## config.mk

```make
export PLATFORM = sky130hd
export DESIGN_NAME = cargador_instrucciones
export DESIGN_NICKNAME = d
export VERILOG_FILES = /design/src/rtl/cargador_instrucciones_pkg.sv /design/src/rtl/cargador_instrucciones_timeout.sv /design/src/rtl/cargador_instrucciones.sv
export SDC_FILE = /design/constraint.sdc
export NUM_CORES = 1
export LEC_CHECK = 0
export ABC_CLOCK_PERIOD_IN_PS = 2800
export CAP_MARGIN = 0
export CORE_ASPECT_RATIO = 0.6
export CORE_MARGIN = 1
export CORE_UTILIZATION = 35
export CTS_CLUSTER_SIZE = 12
export DETAILED_ROUTE_END_ITERATION = 8
export PLACE_DENSITY = 0.61
export SLEW_MARGIN = 20
export SYNTH_ARGS = -nofsm -noshare
export SYNTH_HDL_FRONTEND = slang
export SYNTH_SLANG_ARGS = --single-unit
```

## constraint.sdc

```tcl
create_clock -name clk -period 2.8 [get_ports clk]
set_clock_uncertainty 0.15 [all_clocks]
set_input_delay 0.56 -clock clk [delete_from_list [all_inputs] [get_ports clk]]
set_output_delay 0.56 -clock clk [all_outputs]
set_load 0.05 [all_outputs]
```

## src/rtl/cargador_instrucciones_pkg.sv

```systemverilog
// Shared definitions for the program loader: FSM state encoding and the
// widths of the header, the instruction word and the incoming byte.
package cargador_instrucciones_pkg;

   localparam int ANCHO_CABECERA = 16;
   localparam int ANCHO_PALABRA  = 32;
   localparam int ANCHO_BYTE     = 8;
   localparam int BYTES_PALABRA  = ANCHO_PALABRA / ANCHO_BYTE;

   typedef enum logic [2:0] {
      CAB_H,
      CAB_L,
      RECIBE,
      ESCRIBE,
      FIN,
      ERROR
   } estado_t;

endpackage

```

## src/rtl/cargador_instrucciones_timeout.sv

```systemverilog
// Idle-cycle counter for the loader: counts enabled cycles, clears on demand
// and flags the cycle whose increment would reach TIMEOUT (0 disables it).
module contador_timeout #(
   parameter int TIMEOUT = 1000000
) (
   input  logic clk,
   input  logic reset,
   input  logic limpiar,
   input  logic habilitar,
   output logic vencido
);

   localparam int ANCHO = (TIMEOUT > 1) ? $clog2(TIMEOUT) : 1;
   localparam logic [ANCHO-1:0] ULTIMO = (TIMEOUT > 0) ? ANCHO'(TIMEOUT - 1) : '0;

   logic [ANCHO-1:0] cuenta;

   // Saturates at ULTIMO; the loader leaves the timed states on that cycle.
   always_ff @(posedge clk) begin
      if (reset || limpiar) begin
         cuenta <= '0;
      end else if (habilitar && (cuenta != ULTIMO)) begin
         cuenta <= cuenta + ANCHO'(1);
      end
   end

   assign vencido = (TIMEOUT != 0) && habilitar && !limpiar && (cuenta == ULTIMO);

endmodule

```

## src/rtl/cargador_instrucciones.sv

```systemverilog
// Program loader: takes a word-count header and a byte stream, packs bytes
// MSB-first into 32-bit words and writes them to instruction memory from 0.
module cargador_instrucciones
   import cargador_instrucciones_pkg::*;
#(
   parameter int ANCHO_DIR = 10,
   parameter int TIMEOUT   = 1000000
) (
   input  logic                  clk,
   input  logic                  reset,
   input  logic [7:0]            dato_in,
   input  logic                  dato_valido,
   output logic                  listo,
   output logic                  we_mem,
   output logic [ANCHO_DIR-1:0]  dir_mem,
   output logic [31:0]           dato_mem,
   output logic                  cpu_reset,
   output logic                  fin_carga,
   output logic                  error_carga
);

   localparam logic [31:0] MAX_PALABRAS = 32'd1 << ANCHO_DIR;

   estado_t                              estado;
   logic [ANCHO_BYTE-1:0]                cab_alta;
   logic [ANCHO_CABECERA-1:0]            n_palabras;
   logic [ANCHO_DIR:0]                   indice;
   logic [1:0]                           cuenta_bytes;
   logic [ANCHO_PALABRA-ANCHO_BYTE-1:0]  parcial;

   logic                       aceptar;
   logic [ANCHO_CABECERA-1:0]  n_recibido;
   logic                       cabecera_ok;
   logic                       ultima;
   logic                       en_espera;
   logic                       vencido;

   assign aceptar     = dato_valido && listo;
   assign n_recibido  = {cab_alta, dato_in};
   assign cabecera_ok = (n_recibido != '0) && (32'(n_recibido) <= MAX_PALABRAS);
   // The index is one bit wider than the address so N = 2^ANCHO_DIR never wraps.
   assign ultima      = ((32'(indice) + 32'd1) == 32'(n_palabras));
   assign en_espera   = ((estado == CAB_L) || (estado == RECIBE)) && !aceptar;

   contador_timeout #(
      .TIMEOUT (TIMEOUT)
   ) u_timeout (
      .clk       (clk),
      .reset     (reset),
      .limpiar   (aceptar),
      .habilitar (en_espera),
      .vencido   (vencido)
   );

   // Single FSM; every output is registered and set for the state being entered.
   always_ff @(posedge clk) begin
      if (reset) begin
         estado       <= CAB_H;
         cab_alta     <= '0;
         n_palabras   <= '0;
         indice       <= '0;
         cuenta_bytes <= '0;
         parcial      <= '0;
         listo        <= 1'b0;
         we_mem       <= 1'b0;
         dir_mem      <= '0;
         dato_mem     <= '0;
         cpu_reset    <= 1'b1;
         fin_carga    <= 1'b0;
         error_carga  <= 1'b0;
      end else begin
         case (estado)
            CAB_H: begin
               listo <= 1'b1;
               if (aceptar) begin
                  cab_alta <= dato_in;
                  estado   <= CAB_L;
               end
            end

            CAB_L: begin
               if (aceptar) begin
                  n_palabras <= n_recibido;
                  if (cabecera_ok) begin
                     estado <= RECIBE;
                  end else begin
                     estado      <= ERROR;
                     listo       <= 1'b0;
                     error_carga <= 1'b1;
                  end
               end else if (vencido) begin
                  estado      <= ERROR;
                  listo       <= 1'b0;
                  error_carga <= 1'b1;
               end
            end

            RECIBE: begin
               if (aceptar) begin
                  parcial      <= {parcial[ANCHO_PALABRA-2*ANCHO_BYTE-1:0], dato_in};
                  cuenta_bytes <= cuenta_bytes + 2'd1;
                  if (cuenta_bytes == 2'(BYTES_PALABRA - 1)) begin
                     estado   <= ESCRIBE;
                     listo    <= 1'b0;
                     we_mem   <= 1'b1;
                     dato_mem <= {parcial, dato_in};
                     dir_mem  <= indice[ANCHO_DIR-1:0];
                  end
               end else if (vencido) begin
                  estado      <= ERROR;
                  listo       <= 1'b0;
                  error_carga <= 1'b1;
               end
            end

            ESCRIBE: begin
               we_mem <= 1'b0;
               indice <= indice + 1'b1;
               if (ultima) begin
                  estado    <= FIN;
                  cpu_reset <= 1'b0;
                  fin_carga <= 1'b1;
               end else begin
                  estado <= RECIBE;
                  listo  <= 1'b1;
               end
            end

            FIN: begin
               listo     <= 1'b0;
               cpu_reset <= 1'b0;
               fin_carga <= 1'b1;
            end

            ERROR: begin
               listo       <= 1'b0;
               error_carga <= 1'b1;
            end

            default: begin
               estado <= CAB_H;
               listo  <= 1'b0;
               we_mem <= 1'b0;
            end
         endcase
      end
   end

endmodule

```

==> results of run 1 <==
## Yosys cell counts (3+ instances only)
cell	n	area share [%]
a211oi_1	3	0.41
a21oi_1	82	7.5
a31oi_1	6	0.69
and3_1	3	0.34
and4_1	3	0.48
buf_2	4	0.37
clkbuf_1	34	2.3
dfxtp_1	131	48
ha_1	3	0.69
inv_1	14	0.96
mux2i_1	25	4.6
nand2_1	154	11
nand2b_1	5	0.57
nand3_1	11	1.0
nand4_1	6	0.69
nor2_1	61	4.2
nor2b_1	5	0.57
nor3_1	15	1.4
nor4_1	7	0.80
nor4b_1	4	0.64
o21ai_0	10	0.91
o32ai_1	3	0.48
or3_1	9	1.0
or4_1	3	0.41
xnor2_1	24	3.8
xor2_1	9	1.4
## report_power, final
part | switching (mW) | internal [mW] | total (mW)
clock network | 0.868 | 1.35 | 2.21
registers | 0.0260 | 1.88 | 1.91
logic | 0.132 | 0.0957 | 0.227
## metrics by stage
stage               power (mW)  area [sq um]  util [%]  hold WS (ps)  cells
CTS                      4.381          6977     46.86         309.2    946
finish                   4.352          6983     46.90         304.0    946
global placement         2.170          6385     42.88         296.0    915
floorplan                2.075          5475         -         282.2    668
detailed placement       2.173          6385     42.88         300.6    915
global route             4.495          6983     46.90         319.6    946
## per-layer routing
layer / wire, um / GRT usage [%]
met1: 7254 / 27.43
met2: 5585 / 25.36
met3: 901 / 3.914
met4: 131 / 5.983
met5: 0 / 0
## area by class of cell
cell class / instances / area, sq um
Sequential cell: 131 / 2623
Tap cell: 198 / 247.7
Timing Repair Buffer: 91 / 835.8
Clock buffer: 18 / 439.2
Clock inverter: 13 / 152.6
Inverter: 14 / 52.55
Fill cell: 1425 / 7906
Multi-Input combinational cell: 481 / 2633
## worst max-delay path: stages (launching register included)
cell	delay (ps)
dfxtp_1	310
nor4_1	490
o21ai_0	150
or4_1	490
or4_4	530
or2_1	260
o221ai_2	160
## cell families after synthesis
| logic type | synth area share [%] |
|---|---|
| simple gates | 24.79 |
| flops | 47.90 |
| compound gates | 12.34 |
| buf+inv | 4.136 |
| xor+xnor | 5.576 |
| mux | 4.570 |
| fa+ha+maj | 0.6856 |
## worst max-delay path by stage
stage	from	cells after the start	slack, ps	to
floorplan	indice[0]	7	200	estado[2]
global placement	dato_in[6]	9	-220	estado[2]
detailed placement	dato_in[6]	9	-290	estado[2]
CTS	dato_in[6]	9	120	estado[2]
global route	dato_in[6]	9	50	estado[2]
finish	n_palabras[15]	6	170	estado[2]
## sequential cells by signal, summed over array words and instances (netlist names)
name,cells
error_carga,1
cuenta_bytes,2
dir_mem,10
listo,1
n_palabras,16
parcial,24
dato_mem,32
u_timeout.cuenta,20
we_mem,1
cpu_reset,1
estado,3
indice,11
fin_carga,1
cab_alta,8
## repair_timing
action | 4_1_cts | 5_1_grt
buffers inserted | 0 | 0
endpoints found under the setup margin | 0 | 2
hold buffers | 0 | 0
gates resized for setup | 0 | 1
==> impl_metrics.yaml, run 1 <==
clocking:
  root_buffer: "clkbuf_16"
  path_clk_slew_ps: 60
  clock_sinks: 131
  ctsHtreeMaxLevel: 4
  cts_buffers: 17
  cts_tree: "built"
  clock_latency_ps: 420
  cts_buffer_depth: 2
detailed_routing:
  detail_route.wirelength_mm: 13.87
  drt_iter0_drc: 342
  avgViaCountPerCell: 5.089
  drc_errors: 0
  final_antenna_net_count: 0
  wl_per_cell_um: 14.67
  vias: 4814
  first_pass_iters: 5
synthesis:
  synth_nets: 682
  synth-seq-cells: 131
  ys.flop_type: "dfxtp_1"
  syn_avg_cell_area_sq_um: 8.196
  synth_warnings: 0
  synth_edf_count: 0
  ys_seq_area_share_pct: 47.90
  synth_cell_types: 53
  synth_cells: 668
  synth_area_sq_um: 5475
  async_reset_ff_share_pct: 0
worst_setup_path:
  crit_type: "flip-flop to flip-flop"
  worstPathRequired_ps: 2980
  r2r_end: "estado[2]"
  rr_worst_depth: 6
  regToRegStartpoint: "n_palabras[15]"
  critical_path_peak_fanout: 3
  cp-start-kind: "flip-flop"
  r2r_setup_slack_ps: 170
  end_kind: "flip-flop"
  critPathArrivalTime_ps: 2810
sta:
  timing.fmax_ghz: 0.3809
  rsz0062_at_grt: "no"
  worstMarginPinSlew_ps: 684.4
  timing.final.crit_share_pct: 93.76
  slew_headroom_pct: 54.27
  hold_viol: 0
  finalCriticalPeriod_ps: 2625
  setup_viol: 0
  setup_slack_ps: 174.8
  drv_slew: 0
  tns_ps: 0
floorplan:
  start_util_pct: 36.77
  boundaryPins: 58
  fp.dieH_um: 98.88
  die_x_um: 163.5
  core_sq_um: 14890
  row_count: 34
  fp.dieArea_sq_um: 16160
placement:
  place.gp.congestion: 0.8576
  hpwl_mm: 9.881
  io_buffers: 57
  place_ws_ps: -291.3
final_layout:
  final_layout_size_suffix_gt1_share_pct: 9.893
  final_common_cell: "nand2_1"
  area_delta_synth_final_pct: 27.54
  most-common-layout-cells: "154 x nand2_1, 131 x dfxtp_1, 82 x a21oi_1"
  layout.nets: 750
  num_antenna_cells: 0
global_route:
  grt_pass1_vias: 4518
  grt_start_max_net_pins: 41
  antenna_found_initial: 0
  grt_pass1_wl_mm: 23.09
  grtUsageTotal_pct: 18.23
  grt_overflow: 0
worst_hold_path:
  hp-class: "flip-flop to flip-flop"
  min-delay-start: "dir_mem[1]"
  min_path_cells: 2
  whs_endpoint: "dir_mem[1]"
power_and_ir_drop:
  power_density_nw_per_um2: 623.2
  p_leak_nw: 2.377
  ir_drop_mv: 0.4332
status:
  status: "finished, final reports clean"
run:
  maxCapViolCount: 0
No activity file was read; power rests on OpenSTA's default activity.
==> inputs of run 2 (changes only) <==
--- a/config.mk
+++ b/config.mk
@@ -8,7 +8,7 @@
 export ABC_CLOCK_PERIOD_IN_PS = 2800
 export CAP_MARGIN = 0
 export CORE_ASPECT_RATIO = 0.6
-export CORE_MARGIN = 1
+export CORE_MARGIN = 1.5
 export CORE_UTILIZATION = 35
 export CTS_CLUSTER_SIZE = 12
 export DETAILED_ROUTE_END_ITERATION = 8
==> run 2 against run 1 <==
  * Flip-flop and latch count stayed put
  * Cell count stayed put
  * Setup slack better by 34 ps
  * Critical path depth stayed put
  * Critical path type unchanged
==> impl_metrics.yaml, run 2 (synthesized netlist as in run 1, its figures left out) <==
status:
  status: "finished, final reports clean"
sta:
  rsz0062_at_grt: "no"
  slew_headroom_pct: 53.54
  hold_viol: 0
  drv_slew: 0
  finalCriticalPeriod_ps: 2591
  setup_slack_ps: 209.1
  timing.final.crit_share_pct: 92.53
  timing.fmax_ghz: 0.3860
  setup_viol: 0
  tns_ps: 0
  worstMarginPinSlew_ps: 697.0
detailed_routing:
  drc_errors: 0
  drt_iter0_drc: 482
  wl_per_cell_um: 14.86
  final_antenna_net_count: 0
  avgViaCountPerCell: 5.058
  vias: 4785
  first_pass_iters: 5
  detail_route.wirelength_mm: 14.06
floorplan:
  core_sq_um: 15330
  boundaryPins: 58
  fp.dieH_um: 99.88
  start_util_pct: 35.72
  row_count: 35
  fp.dieArea_sq_um: 16430
  die_x_um: 164.5
global_route:
  grtUsageTotal_pct: 18.08
  grt_pass1_vias: 4601
  grt_pass1_wl_mm: 23.27
  grt_start_max_net_pins: 70
  grt_overflow: 0
  antenna_found_initial: 0
final_layout:
  area_delta_synth_final_pct: 26.35
  top_regs: "dato_mem (32), parcial (24), u_timeout.cuenta (20)"
  most-common-layout-cells: "154 x nand2_1, 131 x dfxtp_1, 82 x a21oi_1"
  largest_reg_flops: 32
  layout.nets: 744
  utilization_pct: 45.13
  fin_cells: 946
  nFillCells: 1472
  regMostFlops: "dato_mem"
  num_antenna_cells: 0
  final_layout_size_suffix_gt1_share_pct: 9.017
  final_common_cell: "nand2_1"
worst_setup_path:
  path_delay_family: "simple AND/OR/NAND/NOR gates"
  crit_buf_inv: 0
  worstPathRequired_ps: 2980
  cp.depth: 6
  crit_type: "flip-flop to flip-flop"
  critical_path_peak_fanout: 8
  timing.critical_path.slowest_stage_cell: "or4_4"
  rr_worst_depth: 6
  critPathArrivalTime_ps: 2770
  cp_slowest_stage_delay_ps: 530
  crit_chain: "nand3_1 > xnor2_1 > or4_1 > or4_4 > or2_1 > o221ai_2"
  end_kind: "flip-flop"
  cp-start-kind: "flip-flop"
power_and_ir_drop:
  p_total_mw: 4.256
  p_leak_nw: 2.324
  power_density_nw_per_um2: 615.3
  ir_drop_mv: 0.3883
clocking:
  root_buffer: "clkbuf_16"
  cts_buffer_depth: 2
  cts_buffers: 17
  ctsHtreeMaxLevel: 4
  clock_latency_ps: 410
  post_cts_buffers: 0
  cts.repair.resized: 0
  cts_tree: "built"
  clock_sinks: 131
  ctsHoldBuffers: 0
  path_clk_slew_ps: 60
worst_hold_path:
  hp-class: "flip-flop to flip-flop"
  min_path_cells: 2
placement:
  place_ws_ps: -57.51
  hpwl_mm: 9.899
  place.gp.congestion: 0.8994
  io_buffers: 57
  dp.cells: 914
run:
  maxCapViolCount: 0
==> run 2: cell types whose count changed in the layout (fill, tap and decap cells not counted), sizes merged <==
cell and delta:
clkinv +1, clkbuf +1, buf -6, clkinvlp +2, inv -2, bufinv -1
==> run 2: path summary, 6_finish.rpt <==
| kind | from | endpoint | slack (ps) |
|---|---|---|---|
| max | indice[2] | estado[2] | 210 |
| min | parcial[23] | dato_mem[31] | 300 |
| max reg2reg | indice[2] | estado[2] | 210 |
| min reg2reg | parcial[23] | dato_mem[31] | 300 |
==> run 2: tightest hold or removal path, delay by kind of cell (launching register included) <==
| family | cells | cell delay, ps |
|---|---|---|
| simple gates | 1 | 50 |
| compound gates | 1 | 50 |
| flops | 1 | 310 |
==> run 2: cell type report <==
class                   instances  area [sq um]  share of cell area (%)
clock buffers                  19         442.9                   6.403
clock inverters                13         128.9                   1.863
inverters                      14         52.55                  0.7596
multi-input cells             481          2626                   37.96
flip-flops and latches        131          2623                   37.91
well taps                     203         254.0                   3.672
repair buffers                 85         790.8                   11.43
==> run 2: where the power goes <==
group / internal, mW / switching (mW) / total (mW)
clock: 1.26 / 0.869 / 2.13
sequential: 1.88 / 0.0267 / 1.91
combinational: 0.0871 / 0.132 / 0.220
total: 3.23 / 1.03 / 4.26
==> run 2: per-layer routing <==
metal | global-route usage (%) | vias to the layer above | routed length [um]
met3 | 4.711 | 16 | 827
met4 | 5.613 | 0 | 159
met2 | 24.76 | 115 | 5580
met1 | 27.25 | 2266 | 7494
met5 | 0 | - | 0
li1 | - | 2388 | -
==> run 2: metrics by stage <==
step / hold slack, ps / cell area [sq um]
after global placement: 291.6 / 6346
after global routing: 324.3 / 6918
after CTS: 302.6 / 6918
after floorplan: 282.2 / 5475
after detailed placement: 296.3 / 6346
final: 299.0 / 6918
==> inputs of run 3 (changes only) <==
--- a/config.mk
+++ b/config.mk
@@ -12,6 +12,7 @@
 export CORE_UTILIZATION = 35
 export CTS_CLUSTER_SIZE = 12
 export DETAILED_ROUTE_END_ITERATION = 8
+export MAX_ROUTING_LAYER = met4
 export PLACE_DENSITY = 0.61
 export SLEW_MARGIN = 20
 export SYNTH_ARGS = -nofsm -noshare
==> constraint.sdc (replaced) <==
create_clock -name clk -period 2.8 [get_ports clk]
set_clock_uncertainty 0.15 [all_clocks]
set_input_delay 0.56 -clock clk [delete_from_list [all_inputs] [get_ports clk]]
set_output_delay 0.56 -clock clk [all_outputs]
set_load 0.005 [all_outputs]
==> run 3 against run 2 <==
  * Non-clock buffer count is the same
  * Routed wire length increased by 0.22%
  * Fmax down 2.7%
  * Hold slack gained 4.7 ps
  * Count of clock-buffer cells in the layout fell by 1
  * Sequential power is essentially flat
  * Design area up 0.63%
  * Critical path depth is the same
  * Total power grew 2.1%
  * First-iteration DRC count fell by 13%
  * Via count is 0.92% higher
  * Core utilization increased by 0.29 points
  * Largest cell class unchanged
==> impl_metrics.yaml, run 3 (synthesized netlist as in run 1, its figures left out) <==
power_and_ir_drop:
  p_int_mw: 3.267
  ir_drop_mv: 0.3335
  p_leak_nw: 2.356
  p_sw_share_pct: 24.85
  p_sw_mw: 1.080
  power_frac_seq_pct: 43.9
  pwr-share-clk_pct: 51.2
  comb_power_share_pct: 4.9
  power_density_nw_per_um2: 624.5
detailed_routing:
  m1WireLength_mm: 7.500
  vias: 4829
  final_antenna_net_count: 0
  detail_route.wirelength_mm: 14.09
  met3_length_um: 926
  avgViaCountPerCell: 5.105
  wl_met2_mm: 5.544
  drt_iter0_drc: 421
  wl_per_cell_um: 14.90
  first_pass_iters: 7
  top_layer: "met4"
  drc_errors: 0
final_layout:
  top_regs: "dato_mem (32), parcial (24), u_timeout.cuenta (20)"
  area_delta_synth_final_pct: 27.15
  layout.nets: 744
  final_common_cell: "nand2_1"
  num_antenna_cells: 0
  fin_cells: 946
  largest_reg_flops: 32
  most-common-layout-cells: "154 x nand2_1, 131 x dfxtp_1, 82 x a21oi_1"
  regMostFlops: "dato_mem"
  final_layout_size_suffix_gt1_share_pct: 9.287
global_route:
  grtUsageTotal_pct: 18.71
  grt_pass1_wl_mm: 23.03
  grt_pass1_vias: 4457
  grt_overflow: 0
  antenna_found_initial: 0
  grt_start_max_net_pins: 82
clocking:
  clock_sinks: 131
  path_clk_slew_ps: 60
  clock_latency_ps: 420
  cts_tree: "built"
  cts.repair.resized: 0
  cts_buffer_depth: 2
  root_buffer: "clkbuf_16"
  ctsHoldBuffers: 0
  ctsHtreeMaxLevel: 4
  cts_buffers: 17
  post_cts_buffers: 0
worst_setup_path:
  end_kind: "flip-flop"
  critPathArrivalTime_ps: 2840
  critical_path_peak_fanout: 10
  worstPathRequired_ps: 2980
  crit_type: "flip-flop to flip-flop"
  cp-start-kind: "flip-flop"
floorplan:
  die_x_um: 164.5
  fp.dieArea_sq_um: 16430
  fp.dieH_um: 99.88
  core_sq_um: 15330
  row_count: 35
  start_util_pct: 35.72
  boundaryPins: 58
sta:
  finalCriticalPeriod_ps: 2663
  worstMarginPinSlew_ps: 707.5
  timing.fmax_ghz: 0.3756
  setup_viol: 0
  rsz0062_at_grt: "no"
  setup_slack_ps: 137.3
  slew_headroom_pct: 52.72
  drv_slew: 0
  hold_viol: 0
  timing.final.crit_share_pct: 95.10
placement:
  dp.cells: 914
  io_buffers: 57
  hpwl_mm: 9.946
  place_ws_ps: -129.4
  place.gp.congestion: 0.9212
run:
  maxCapViolCount: 0
worst_hold_path:
  hp-class: "flip-flop to flip-flop"
status:
  status: "finished, final reports clean"
run 3: worst paths after layout:
check,from,to,slack (ps),cells past startpoint
setup / recovery,indice[3],estado[2],140,6
hold / removal,dato_mem[29],dato_mem[29],300,2
setup reg to reg,indice[3],estado[2],140,6
hold reg to reg,dato_mem[29],dato_mem[29],300,2
run 3: layer usage:
| layer | vias up | GRT usage, % |
|---|---|---|
| met5 | - | - |
| met4 | 0 | 6.306 |
| met3 | 14 | 4.256 |
| met2 | 162 | 24.63 |
| met1 | 2263 | 27.58 |
| li1 | 2390 | - |
run 3: critical path, stage by stage, from the launching register on:
cell      delay [ps]
dfxtp_1          530
and3_4           290
a31oi_1           90
or4_1            530
or4_4            540
or2_1            270
o221ai_2         180
run 3: cell type report:
class	instances	area [sq um]
clock inverters	14	157.7
clock buffers	18	439.2
well taps	203	254.0
multi-input cells	481	2633
inverters	14	52.55
repair buffers	85	803.3
fillers	1502	8366
flip-flops and latches	131	2623
run 3: metrics by stage:
| step | instance area [sq um] | util, % | hold WS (ps) | total power, mW | TNS, ps |
|---|---|---|---|---|---|
| detailed placement | 6359 | 41.49 | 297.2 | 2.162 | -214.7 |
| finish | 6962 | 45.42 | 303.8 | 4.348 | 0 |
| CTS | 6955 | 45.38 | 307.3 | 4.395 | 0 |
| global route | 6962 | 45.42 | 321.4 | 4.502 | 0 |
| global placement | 6359 | 41.49 | 294.2 | 2.156 | -26.39 |
| floorplan | 5475 | - | 282.1 | 2.065 | 0 |
run 3: power groups by stage:
stage                     Combinational [mW]  Clock (mW)  Sequential [mW]
after floorplan                        0.126           0             1.94
after global placement                 0.206           0             1.95
after detailed placement               0.211           0             1.95
after CTS                              0.211        2.27             1.91
after global routing                   0.232        2.36             1.91
final                                  0.213        2.22             1.91
